**src/rtl/stopwatch_pkg.sv**
```systemverilog
// Shared types and helpers for the stopwatch timing core.
package stopwatch_pkg;

    localparam int unsigned DIGIT_WIDTH = 4;

    typedef enum logic [1:0] {StIdle, StRunning, StPaused, StExpired} state_e;

    function automatic logic [DIGIT_WIDTH-1:0] clamp_digit(
        input logic [DIGIT_WIDTH-1:0] digit,
        input logic [DIGIT_WIDTH-1:0] max_value
    );
        return (digit > max_value) ? max_value : digit;
    endfunction

    function automatic int unsigned calc_div(
        input int unsigned board_hz,
        input int unsigned tick_hz
    );
        return board_hz / tick_hz;
    endfunction

endpackage

```
**src/rtl/stopwatch_core_bcd_digit.sv**
```systemverilog
// One mixed-radix BCD digit with wrap-around, carry/borrow outputs and clamped preset.
module bcd_digit
    import stopwatch_pkg::*;
#(
    parameter int unsigned MODULUS = 10
) (
    input  logic                   clk,
    input  logic                   rst,
    input  logic                   en,
    input  logic                   up,
    input  logic                   clr,
    input  logic                   ld,
    input  logic [DIGIT_WIDTH-1:0] ld_val,
    output logic [DIGIT_WIDTH-1:0] value,
    output logic                   carry_out,
    output logic                   borrow_out
);

    localparam logic [DIGIT_WIDTH-1:0] MAX_VALUE = DIGIT_WIDTH'(MODULUS - 1);

    logic [DIGIT_WIDTH-1:0] value_q, value_d;

    always_comb begin
        value_d = value_q;
        if (clr) begin
            value_d = '0;
        end else if (ld) begin
            value_d = clamp_digit(ld_val, MAX_VALUE);
        end else if (en) begin
            if (up) begin
                value_d = (value_q == MAX_VALUE) ? '0 : value_q + 1'b1;
            end else begin
                value_d = (value_q == '0) ? MAX_VALUE : value_q - 1'b1;
            end
        end
    end

    always_ff @(posedge clk) begin
        if (rst) begin
            value_q <= '0;
        end else begin
            value_q <= value_d;
        end
    end

    assign value      = value_q;
    assign carry_out  = en & up & (value_q == MAX_VALUE);
    assign borrow_out = en & ~up & (value_q == '0);

endmodule

```
**src/rtl/stopwatch_core.sv**
```systemverilog
// Stopwatch timing core: run/pause FSM, tick prescaler, lap snapshot and BCD digit chain.
module stopwatch_core
    import stopwatch_pkg::*;
#(
    parameter int unsigned NUMBER_OF_DIGITS            = 4,
    parameter int unsigned BOARD_CLOCK_FREQUENCY_IN_HZ = 100_000_000,
    parameter int unsigned TICK_RATE_IN_HZ             = 100,
    parameter logic [4*NUMBER_OF_DIGITS-1:0] DIGIT_MODULUS = 16'h6AAA
) (
    input  logic                          clk,
    input  logic                          rst,
    input  logic                          start_stop,
    input  logic                          lap,
    input  logic                          clear,
    input  logic                          load,
    input  logic [4*NUMBER_OF_DIGITS-1:0] load_value,
    input  logic                          up_down,
    output logic [4*NUMBER_OF_DIGITS-1:0] number,
    output logic                          running,
    output logic                          lap_active,
    output logic                          expired,
    output logic                          wrapped
);

    localparam int unsigned DIV = calc_div(BOARD_CLOCK_FREQUENCY_IN_HZ, TICK_RATE_IN_HZ);
    localparam int unsigned PW  = (DIV > 1) ? $clog2(DIV) : 1;
    localparam int unsigned W   = DIGIT_WIDTH * NUMBER_OF_DIGITS;
    localparam logic [W-1:0] COUNT_ONE = W'(1);

    state_e          state_q, state_d;
    logic [PW-1:0]   presc_q, presc_d;
    logic [W-1:0]    snap_q, snap_d;
    logic            lap_q, lap_d;
    logic            wrapped_q, wrapped_d;
    logic [W-1:0]    count;
    logic [NUMBER_OF_DIGITS-1:0] digit_en, carry, borrow;
    logic            tick, load_ok, start_eff, expire_hit;
    logic            unused_top_borrow;

    assign tick       = (state_q == StRunning) && (presc_q == PW'(DIV - 1));
    assign load_ok    = load & ~clear & (state_q != StRunning);
    assign expire_hit = tick & ~up_down & (count == COUNT_ONE);
    assign unused_top_borrow = borrow[NUMBER_OF_DIGITS-1];

    // A start from IDLE counting down from zero would expire instantly, so it is refused.
    always_comb begin
        start_eff = 1'b0;
        if (start_stop && !clear && !load_ok) begin
            case (state_q)
                StIdle:    start_eff = up_down || (count != '0);
                StRunning: start_eff = 1'b1;
                StPaused:  start_eff = 1'b1;
                default:   start_eff = 1'b0;
            endcase
        end
    end

    for (genvar i = 0; i < NUMBER_OF_DIGITS; i++) begin : g_digit
        if (i == 0) begin : g_lsd
            assign digit_en[i] = tick;
        end else begin : g_chain
            assign digit_en[i] = carry[i-1] | borrow[i-1];
        end
        bcd_digit #(
            .MODULUS(int'(DIGIT_MODULUS[i*DIGIT_WIDTH +: DIGIT_WIDTH]))
        ) u_digit (
            .clk       (clk),
            .rst       (rst),
            .en        (digit_en[i]),
            .up        (up_down),
            .clr       (clear),
            .ld        (load_ok),
            .ld_val    (load_value[i*DIGIT_WIDTH +: DIGIT_WIDTH]),
            .value     (count[i*DIGIT_WIDTH +: DIGIT_WIDTH]),
            .carry_out (carry[i]),
            .borrow_out(borrow[i])
        );
    end

    always_ff @(posedge clk) begin
        if (rst) begin
            state_q   <= StIdle;
            presc_q   <= '0;
            snap_q    <= '0;
            lap_q     <= 1'b0;
            wrapped_q <= 1'b0;
        end else begin
            state_q   <= state_d;
            presc_q   <= presc_d;
            snap_q    <= snap_d;
            lap_q     <= lap_d;
            wrapped_q <= wrapped_d;
        end
    end

    // Expiry outranks a same-cycle pause request.
    always_comb begin
        state_d   = state_q;
        presc_d   = presc_q;
        snap_d    = snap_q;
        lap_d     = lap_q;
        wrapped_d = tick & up_down & carry[NUMBER_OF_DIGITS-1] & ~clear;
        if (clear) begin
            state_d = StIdle;
            presc_d = '0;
            snap_d  = '0;
            lap_d   = 1'b0;
        end else if (load_ok) begin
            state_d = StIdle;
            presc_d = '0;
            lap_d   = 1'b0;
        end else begin
            if (state_q == StRunning) begin
                presc_d = tick ? '0 : presc_q + 1'b1;
            end
            if (expire_hit) begin
                state_d = StExpired;
            end else if (start_eff) begin
                state_d = (state_q == StRunning) ? StPaused : StRunning;
            end
            if (lap && !start_eff) begin
                if (lap_q) begin
                    lap_d = 1'b0;
                end else if (state_q == StRunning) begin
                    snap_d = count;
                    lap_d  = 1'b1;
                end
            end
        end
    end

    always_comb begin
        running    = (state_q == StRunning);
        expired    = (state_q == StExpired);
        lap_active = lap_q;
        wrapped    = wrapped_q;
        number     = lap_q ? snap_q : count;
    end

endmodule

```
**config.mk**
```make
export PLATFORM = sky130hd
export DESIGN_NAME = stopwatch_core
export DESIGN_NICKNAME = d
export VERILOG_FILES = /design/src/rtl/stopwatch_pkg.sv /design/src/rtl/stopwatch_core_bcd_digit.sv /design/src/rtl/stopwatch_core.sv
export SDC_FILE = /design/constraint.sdc
export NUM_CORES = 1
export LEC_CHECK = 0
export CAP_MARGIN = 5
export CELL_PAD_IN_SITES_DETAIL_PLACEMENT = 0
export CELL_PAD_IN_SITES_GLOBAL_PLACEMENT = 1
export CORE_ASPECT_RATIO = 0.9
export CORE_UTILIZATION = 39
export CTS_BUF_LIST = sky130_fd_sc_hd__clkbuf_8
export DETAILED_ROUTE_END_ITERATION = 8
export HOLD_SLACK_MARGIN = 0.06
export PLACE_DENSITY = 0.9
export SLEW_MARGIN = 0
export SYNTH_ARGS = -nofsm -noshare
export SYNTH_HDL_FRONTEND = slang
export SYNTH_HIERARCHICAL = 1
export SYNTH_SLANG_ARGS = --single-unit
```
**constraint.sdc**
```tcl
create_clock -name clk -period 3.9 [get_ports clk]
set_input_delay 0.585 -clock clk [delete_from_list [all_inputs] [get_ports clk]]
set_output_delay 0.585 -clock clk [all_outputs]
set_load 0.02 [all_outputs]
```
== Yosys cells after proc, flatten, opt, wreduce, memory -nomap -nowiden ==
Index checks and enable logic that the tools add are counted.
Storage, ports and cells
  bits in registers: 56
  output and inout bits: 20
  word-level logic and storage cells: 114
Cells by class
  add/sub/neg operators: 9
  order comparisons: 4
  equal/unequal tests: 10
  muxes and demuxes: 33
  bitwise operators: 26
  reduce and logical (&&, ||, !) cells: 23
Operators with widths (number)
  4-bit two-way mux: 24
  20-bit by 1-bit adder with 20-bit output (second input constant): 1
  20-bit equality test (second input constant): 1
  20-bit two-way mux: 1
  1-bit bitwise AND: 19
  4-bit by 1-bit adder with 4-bit output (second input constant): 4
  16-bit by 1-bit equality test with 1-bit output (second input constant): 1
  4-bit zero test: 4
  16-bit two-way mux: 1
  16-bit nonzero test: 1
  4-bit by 1-bit subtractor with 4-bit output (second input constant): 4
  4-bit equality test (second input constant): 3
  4-bit > comparator (second input constant): 3
  2-bit nonzero test: 5
  2-bit two-way mux: 3
  2-bit equality test (second input constant): 2
  4-bit by 3-bit equality test with 1-bit output (second input constant): 1
  4-bit by 3-bit > comparator with 1-bit output (second input constant): 1
  1-bit logical AND: 4
  1-bit inverter: 4
  4-bit AND reduction: 1
  2-bit OR reduction: 2
  1-bit zero test: 3
  1-bit two-way mux: 3
  7 further kinds: 9

== Depth between registers and ports, before layout ==
Gate-level depths: netlist of the first run.
  depth in word-level cells: 15
  gate-level depth with buffers: 24
  mapped depth without buffers: 19

== By module ==
The synthesis of the first run kept the hierarchy.
Modules (own cells, without submodules)
  stopwatch_core: instances 1, cells an instance 216, area an instance 1953.1 sq um, sequential area each 800.8 sq um
  bcd_digit at g_digit[0].u_digit ...: instances 3, cells an instance 50, area an instance 374.1 sq um, sequential area each 80.1 sq um
  bcd_digit at g_digit[3].u_digit: instances 1, cells an instance 48, area an instance 371.6 sq um, sequential area each 80.1 sq um

== Least setup slack after synthesis of the first run ==
No wires, ideal clock.
  kind: flip-flop to flip-flop
  from: register state_q[1]
  to: register g_digit[3].u_digit.value_q[0]
  setup time: 103 ps
  data arrival time: 3862 ps
  data required time: 3797 ps
  setup slack: -66 ps
  cell stages (with the launch flop): 24
  buffers on the path: 5
  period minus slack after synthesis: 3966 ps
  cell sequence: dfxtp_1 -> inv_1 -> ha_1 -> nand3_2 -> or2_1 -> or3_1 -> clkbuf_2 -> inv_1 -> buf_2 -> nand2_1 -> nor4_1 -> or2_2 -> buf_2 -> nand2_1 -> nor4_1 -> or2_2 -> buf_2 -> nand2_1 -> nor4_1 -> or2_2 -> buf_2 -> xor2_1 -> nor2_1 -> a2111oi_2
On the way
  word-level cells in the longest chain between the ends: 12
  elaborated cells between the ends (all ways): 21
  classes of those cells: eq/ne: 2; mux: 1; bitwise: 16; reduce/logical: 2
RTL lines
  start: declaration: RTL line stopwatch_core.sv:30  | state_e state_q, state_d;
  start signal: assignment: RTL line stopwatch_core.sv:82  | state_q <= StIdle;
  start signal: assignment: RTL line stopwatch_core.sv:88  | state_q <= state_d;
  2-bit by 1-bit equality test with 1-bit output
  named net running: RTL line stopwatch_core.sv:19  | output logic running,
  1-bit logical AND: RTL line stopwatch_core.sv:40  | assign tick = (state_q == StRunning) && (presc_q == PW'(DIV - 1));
  named net digit_en[0]: RTL line stopwatch_core.sv:36  | logic [NUMBER_OF_DIGITS-1:0] digit_en, carry, borrow;
  1-bit bitwise AND (2 in a row): RTL line stopwatch_core_bcd_digit.sv:47  | assign carry_out = en & up & (value_q == MAX_VALUE);
  named net carry[0]: RTL line stopwatch_core.sv:36
  1-bit bitwise OR: RTL line stopwatch_core.sv:62  | assign digit_en[i] = carry[i-1] | borrow[i-1];
  named net digit_en[1]: RTL line stopwatch_core.sv:36
  1-bit bitwise AND (2 in a row): RTL line stopwatch_core_bcd_digit.sv:47
  named net carry[1]: RTL line stopwatch_core.sv:36
  1-bit bitwise OR: RTL line stopwatch_core.sv:62
  named net digit_en[2]: RTL line stopwatch_core.sv:36
  1-bit bitwise AND (2 in a row): RTL line stopwatch_core_bcd_digit.sv:47
  named net carry[2]: RTL line stopwatch_core.sv:36
  1-bit bitwise OR: RTL line stopwatch_core.sv:62
  named net digit_en[3]: RTL line stopwatch_core.sv:36
  2-bit nonzero test (no line)
  end signal: assignment: RTL line stopwatch_core_bcd_digit.sv:42  | value_q <= value_d;
  end: declaration: RTL line stopwatch_core_bcd_digit.sv:21  | logic [DIGIT_WIDTH-1:0] value_q, value_d;
The timed path passes the listed nets, and every way through them passes these cells.
A chain may end at the register's enable or synchronous reset.

== Worst setup path after layout of the first run ==
  from: register state_q[1]
  to: register g_digit[3].u_digit.value_q[0]
On the way
  word-level cells in the longest chain between the ends: 12
  elaborated cells between the ends (all ways): 21
  classes of those cells: eq/ne: 2; mux: 1; bitwise: 16; reduce/logical: 2
RTL lines (RTL line)
  2-bit by 1-bit equality test with 1-bit output: stopwatch_core.sv:40
  1-bit logical AND: stopwatch_core.sv:40
  named net digit_en[0]: stopwatch_core.sv:36
  1-bit bitwise AND (2 in a row): stopwatch_core_bcd_digit.sv:47
  named net carry[0]: stopwatch_core.sv:36
  1-bit bitwise OR: stopwatch_core.sv:62
  named net digit_en[1]: stopwatch_core.sv:36
  1-bit bitwise AND (2 in a row): stopwatch_core_bcd_digit.sv:47
  named net carry[1]: stopwatch_core.sv:36
  1-bit bitwise OR: stopwatch_core.sv:62
  named net digit_en[2]: stopwatch_core.sv:36
  1-bit bitwise AND (2 in a row): stopwatch_core_bcd_digit.sv:47
  named net carry[2]: stopwatch_core.sv:36
  1-bit bitwise OR: stopwatch_core.sv:62
  named net digit_en[3]: stopwatch_core.sv:36
  2-bit nonzero test (no line)
The timed path passes the listed nets, and every way through them passes these cells.

==> results.toml, run 1 <==
[synth]
synthesis.nets = 440
avgSynthCellArea_um2 = 8.33
synth_area_mm2 = 0.00344
synthCells = 413
yosysWarnings = 6

[die]
die_height_um = 91.1
start_util_pct = 40.2
die_area_mm2 = 0.00921
die_width_um = 101
coreArea_mm2 = 0.00857
num_rows = 32
io_pins = 43

[status]
run_status = "finished, final reports clean"

[setup_path]
critPathCaptureType = "flip-flop"
path_cells = "inv_1 > ha_2 > nand3_2 > or2_1 > or3_1 > inv_1 > nand2_1 > nor4_2 > or2_4 > nand2_1 > nor4_2 > or2_4 > nand2_1 > nor4_2 > or2_4 > xor2_1 > nor2_1 > a2111oi_2"
r2r-start = "state_q[1]"
crit_type = "reg2reg"
startpoint_type = "flip-flop"
required_ns = 4.12
cp_num_buf_inv = 2
crit_family = "simple AND/OR/NAND/NOR gates"
cp_max_fo = 6
slowest_delay_ns = 0.40
arrival_ns = 3.86
crit_start = "state_q[1]"
slowest_stage = "or3_1"

[timing]
tightestPinTransition_ns = 1.22
hold_viol = 0
timing.fmax_ghz = 0.275
min_period_ns = 3.64
finalSetupTns_ns = 0
fin_skew_ns = 0.0114
period_share_pct = 93.4
finalWorstSetupSlack_ns = 0.259
slew_headroom_pct = 18.6
maxSlewViolCount = 0
setup_viol = 0

[cells_and_area]
fin_nets = 468
stdcell_area_mm2 = 0.00404
drive_above_1_share_pct = 13.3
area_delta_synth_final_pct = 17.4
diodes = 0

[routing]
drt_pass1_iterations = 4
ant_nets = 0
drc_errors = 0
via_per_inst = 5.42
drtIter0Drc = 253
totalWireLength_um = 8120
wl_per_cell_um = 14.5
num_vias = 3038

[run]
maxCapViolCount = 0

[hold_path]
hold_start = "presc_q[1]"
hold_class = "reg2reg"

[power]
p_sw_share_pct = 25.8
power_mw = 1.13
p_switching_mw = 0.291
pwr-share-seq_pct = 52.5
p_leak_nw = 1.35
intPower_mw = 0.836
irDropWorstVdd_v = 0.000151
combinationalPowerShare_pct = 11.9
pwr-share-clk_pct = 35.6
powerDensity_mw_per_mm2 = 279

[clock_network]
clkSinkCount = 56
clk_latency_ns = 0.32
cts-root-buf = "clkbuf_8"
cts_hold_buffers = 0
numCtsBuffers = 5
clkTransAtPathRegs_ns = 0.10
h-tree-depth = 2
cts_buffer_depth = 2
cts_tree = "done"

[placed_design]
place_ws_ns = 0.189
postPlaceCellArea_mm2 = 0.00387
hpwlAfterDp_um = 5520
numPortBuffers = 42
gp_congestion = 0.895

[grt]
antenna_found_initial = 0
grt_pass1_wl_um = 13300
grt_overflow = 0
grt_usage_pct = 18.0
grt_max_degree = 38
first_global_vias = 2757
## tightest hold or removal path, stage by stage, from the launching register on
cell and delay, ns:
dfxtp_1 0.34, nand2b_1 0.07, a21oi_1 0.05
## registers in the layout, summed over array words and instances (netlist names)
signal / flops
presc_q: 20
g_digit.u_digit/value: 16
snap_q: 16
state_q: 2
lap_active: 1
wrapped: 1
## metrics by stage
| step | hold WS [ns] | std cells | util (%) |
|---|---|---|---|
| after floorplan | 0.454 | 413 | - |
| after global placement | 0.466 | 549 | 45.2 |
| after detailed placement | 0.476 | 549 | 45.2 |
| after CTS | 0.493 | 557 | 46.5 |
| after global routing | 0.508 | 561 | 47.2 |
| final | 0.493 | 561 | 47.2 |
## metal layers
layer	GRT usage (%)	vias up	share of wire [%]
met4	6.64	0	1.3
met5	0	-	0
met2	27.7	80	46
met1	24.6	1421	48
met3	3.70	9	4.7
li1	-	1528	-
## power by group through the flow
stage | combinational [mW] | clock (mW) | sequential, mW
4_1_cts | 0.135 | 0.417 | 0.591
2_1_floorplan | 0.0895 | 0 | 0.595
6_report | 0.134 | 0.401 | 0.591
3_3_place_gp | 0.133 | 0 | 0.604
5_1_grt | 0.147 | 0.441 | 0.594
3_5_place_dp | 0.134 | 0 | 0.604
## cell usage in the layout (no fill, tap or decap), drive strengths merged, types with 10 or more instances in the layout
master          n
nor4           17
nand2          23
buf            12
mux2           16
mux2i          16
clkdlybuf4s50  42
dfxtp          56
xnor2          11
a31oi          10
nor2           52
xor2           17
nor3           11
a21oi          14
inv            21
o21ai          17
nand3          12
## what timing repair did
action                     4_1_cts  5_1_grt
setup endpoints to repair        0        2
gates resized for setup          0        7
setup buffers                    0        4
## worst paths after layout
path,end,slack [ns],depth (start not counted)
hold / removal,presc_q[1],0.49,2
setup / recovery,g_digit[3].u_digit/value[0],0.26,18
setup reg to reg,g_digit[3].u_digit/value[0],0.26,18
hold reg to reg,presc_q[1],0.49,2
## layout make-up
cell class	count	area [µm²]
inverters	21	78.8
well taps	119	149
multi-input cells	303	2070
flip-flops and latches	56	1120
clock buffers	5	68.8
clock inverters	3	47.5
fillers	873	4530
repair buffers	54	510
(Power assumes the default switching activity.)
==> run 2, diff against run 1 <==
--- a/config.mk
+++ b/config.mk
@@ -12,6 +12,7 @@
 export CORE_UTILIZATION = 39
 export CTS_BUF_LIST = sky130_fd_sc_hd__clkbuf_8
 export DETAILED_ROUTE_END_ITERATION = 8
+export GPL_TIMING_DRIVEN = 0
 export HOLD_SLACK_MARGIN = 0.06
 export PLACE_DENSITY = 0.9
 export SLEW_MARGIN = 0
==> constraint.sdc (replaced) <==
create_clock -name clk -period 3.9 [get_ports clk]
set_input_delay 0.78 -clock clk [delete_from_list [all_inputs] [get_ports clk]]
set_output_delay 0.78 -clock clk [all_outputs]
set_load 0.02 [all_outputs]
==> run 2 against run 1 <==
Net effect: sequential share of layout area is 1.5 points lower; utilization is 2.9 points higher; sequential power is 1% lower; clock-buffer cell count stayed put; power is 0.31% lower; combinational power is 13% higher; setup slack worse by 0.029 ns; first-iteration DRC count is 39% lower; highest routed layer unchanged.
==> results.toml, run 2 (synthesis results as in run 1) <==
[setup_path]
arrival_ns = 3.83
rrSetupSlack_ns = 0.27
startpoint_type = "input pin"
r2r-start = "state_q[1]"
r2r-end = "g_digit[3].u_digit/value[1]"
reg2reg_depth = 20
critPathCaptureType = "flip-flop"
crit_type = "in2reg"
cp_max_fo = 9
required_ns = 4.06

[cells_and_area]
largest_register = "presc_q"
final_cell_mix = "nor2_1, dfxtp_1, clkdlybuf4s50_1, nand2_1, inv_1"
drive_above_1_share_pct = 19.5
largest_reg_flops = 20
diodes = 0
final_util_pct = 50.1
fin_nets = 499
area_delta_synth_final_pct = 24.7

[grt]
grt_max_degree = 20
grt_usage_pct = 18.6
grt_pass1_wl_um = 13700
antenna_found_initial = 0
grt_overflow = 0
first_global_vias = 2956

[timing]
setup_viol = 0
fin_skew_ns = 0.0134
maxSlewViolCount = 0
period_share_pct = 94.1
finalWorstSetupSlack_ns = 0.230
min_period_ns = 3.67
tightestPinTransition_ns = 1.05
holdWs_ns = 0.501
timing.fmax_ghz = 0.272
hold_viol = 0
finalSetupTns_ns = 0
slew_headroom_pct = 30.1

[run]
maxCapViolCount = 0

[clock_network]
clkTransAtPathRegs_ns = 0.09
h-tree-depth = 2
clkSinkCount = 56
cts_buffer_depth = 2
numCtsBuffers = 5
cts_tree = "done"
cts-root-buf = "clkbuf_8"
clk_latency_ns = 0.32
cts_hold_buffers = 0

[power]
power_mw = 1.12
powerDensity_mw_per_mm2 = 262
irDropWorstVdd_v = 0.000173
p_leak_nw = 1.49

[die]
coreArea_mm2 = 0.00857
start_util_pct = 40.2
io_pins = 43
num_rows = 32
die_width_um = 101
die_height_um = 91.1
die_area_mm2 = 0.00921

[routing]
wl_per_cell_um = 14.2
ant_nets = 0
drc_errors = 0
totalWireLength_um = 8420
drtIter0Drc = 154
drt_pass1_iterations = 5
via_per_inst = 5.37
num_vias = 3178

[hold_path]
hold_class = "reg2reg"
hold_end = "snap_q[13]"
hold_start = "snap_q[13]"
min_delay_path_depth = 2

[placed_design]
gp_congestion = 0.824
hpwlAfterDp_um = 5910
place_ws_ns = -0.456
numPortBuffers = 42

[status]
run_status = "finished, final reports clean"
==> run 2: critical path, cell delays in order <==
cell             delay (ns)
clkdlybuf4s50_1        0.57
clkbuf_2               0.25
or4_4                  0.44
nor2_1                 0.12
or2_4                  0.14
nand2_2                0.06
nor4_2                 0.28
or2_4                  0.20
nand2_2                0.07
nor4_2                 0.27
or2_4                  0.18
buf_4                  0.12
nor3b_1                0.04
a31oi_1                0.19
a211oi_2               0.10
==> run 2: how the worst max path moves through the flow <==
stage                                        to  startpoint  depth (start not counted)
finish              g_digit[3].u_digit/value[1]     up_down                         15
global route        g_digit[3].u_digit/value[1]  state_q[1]                         20
CTS                 g_digit[3].u_digit/value[0]  state_q[1]                         20
detailed placement  g_digit[3].u_digit/value[0]     up_down                         17
global placement    g_digit[3].u_digit/value[0]     up_down                         17
floorplan           g_digit[3].u_digit/value[0]  state_q[1]                         23
==> run 2: area by class of cell <==
class,instances,area (µm²)
clock inverter,3,42.5
timing repair buffer,56,526
clock buffer,5,68.8
sequential,56,1130
multi-input combinational,303,2090
fill,849,4280
inverter,21,78.8
buffer,29,204
tap,119,149
==> run 2: metrics by stage <==
stage / std cells / instance area, µm²
floorplan: 413 / 3440
global placement: 574 / 4010
detailed placement: 574 / 4010
CTS: 583 / 4150
global route: 592 / 4290
finish: 592 / 4290
==> run 2: timing repair <==
action | in CTS | in global routing
pin swaps | 4 | 10
setup buffers | 4 | 10
endpoints found under the setup margin | 6 | 5
resized for setup | 4 | 21
==> run 2: where the power goes <==
part	total, mW	switching, mW	leakage, nW	internal [mW]
logic	0.151	0.0800	0.980	0.0708
registers	0.584	0.00770	0.454	0.576
clock network	0.389	0.198	0.0541	0.190
==> run 2: layer usage <==
metal | vias to the layer above | wire [µm] | track usage [%] | share of wire, %
met3 | 11 | 289 | 2.93 | 3.4
li1 | 1587 | - | - | -
met5 | - | 0 | 0 | 0
met1 | 1513 | 4010 | 25.0 | 48
met2 | 67 | 4000 | 30.4 | 47
met4 | 0 | 125 | 5.80 | 1.5
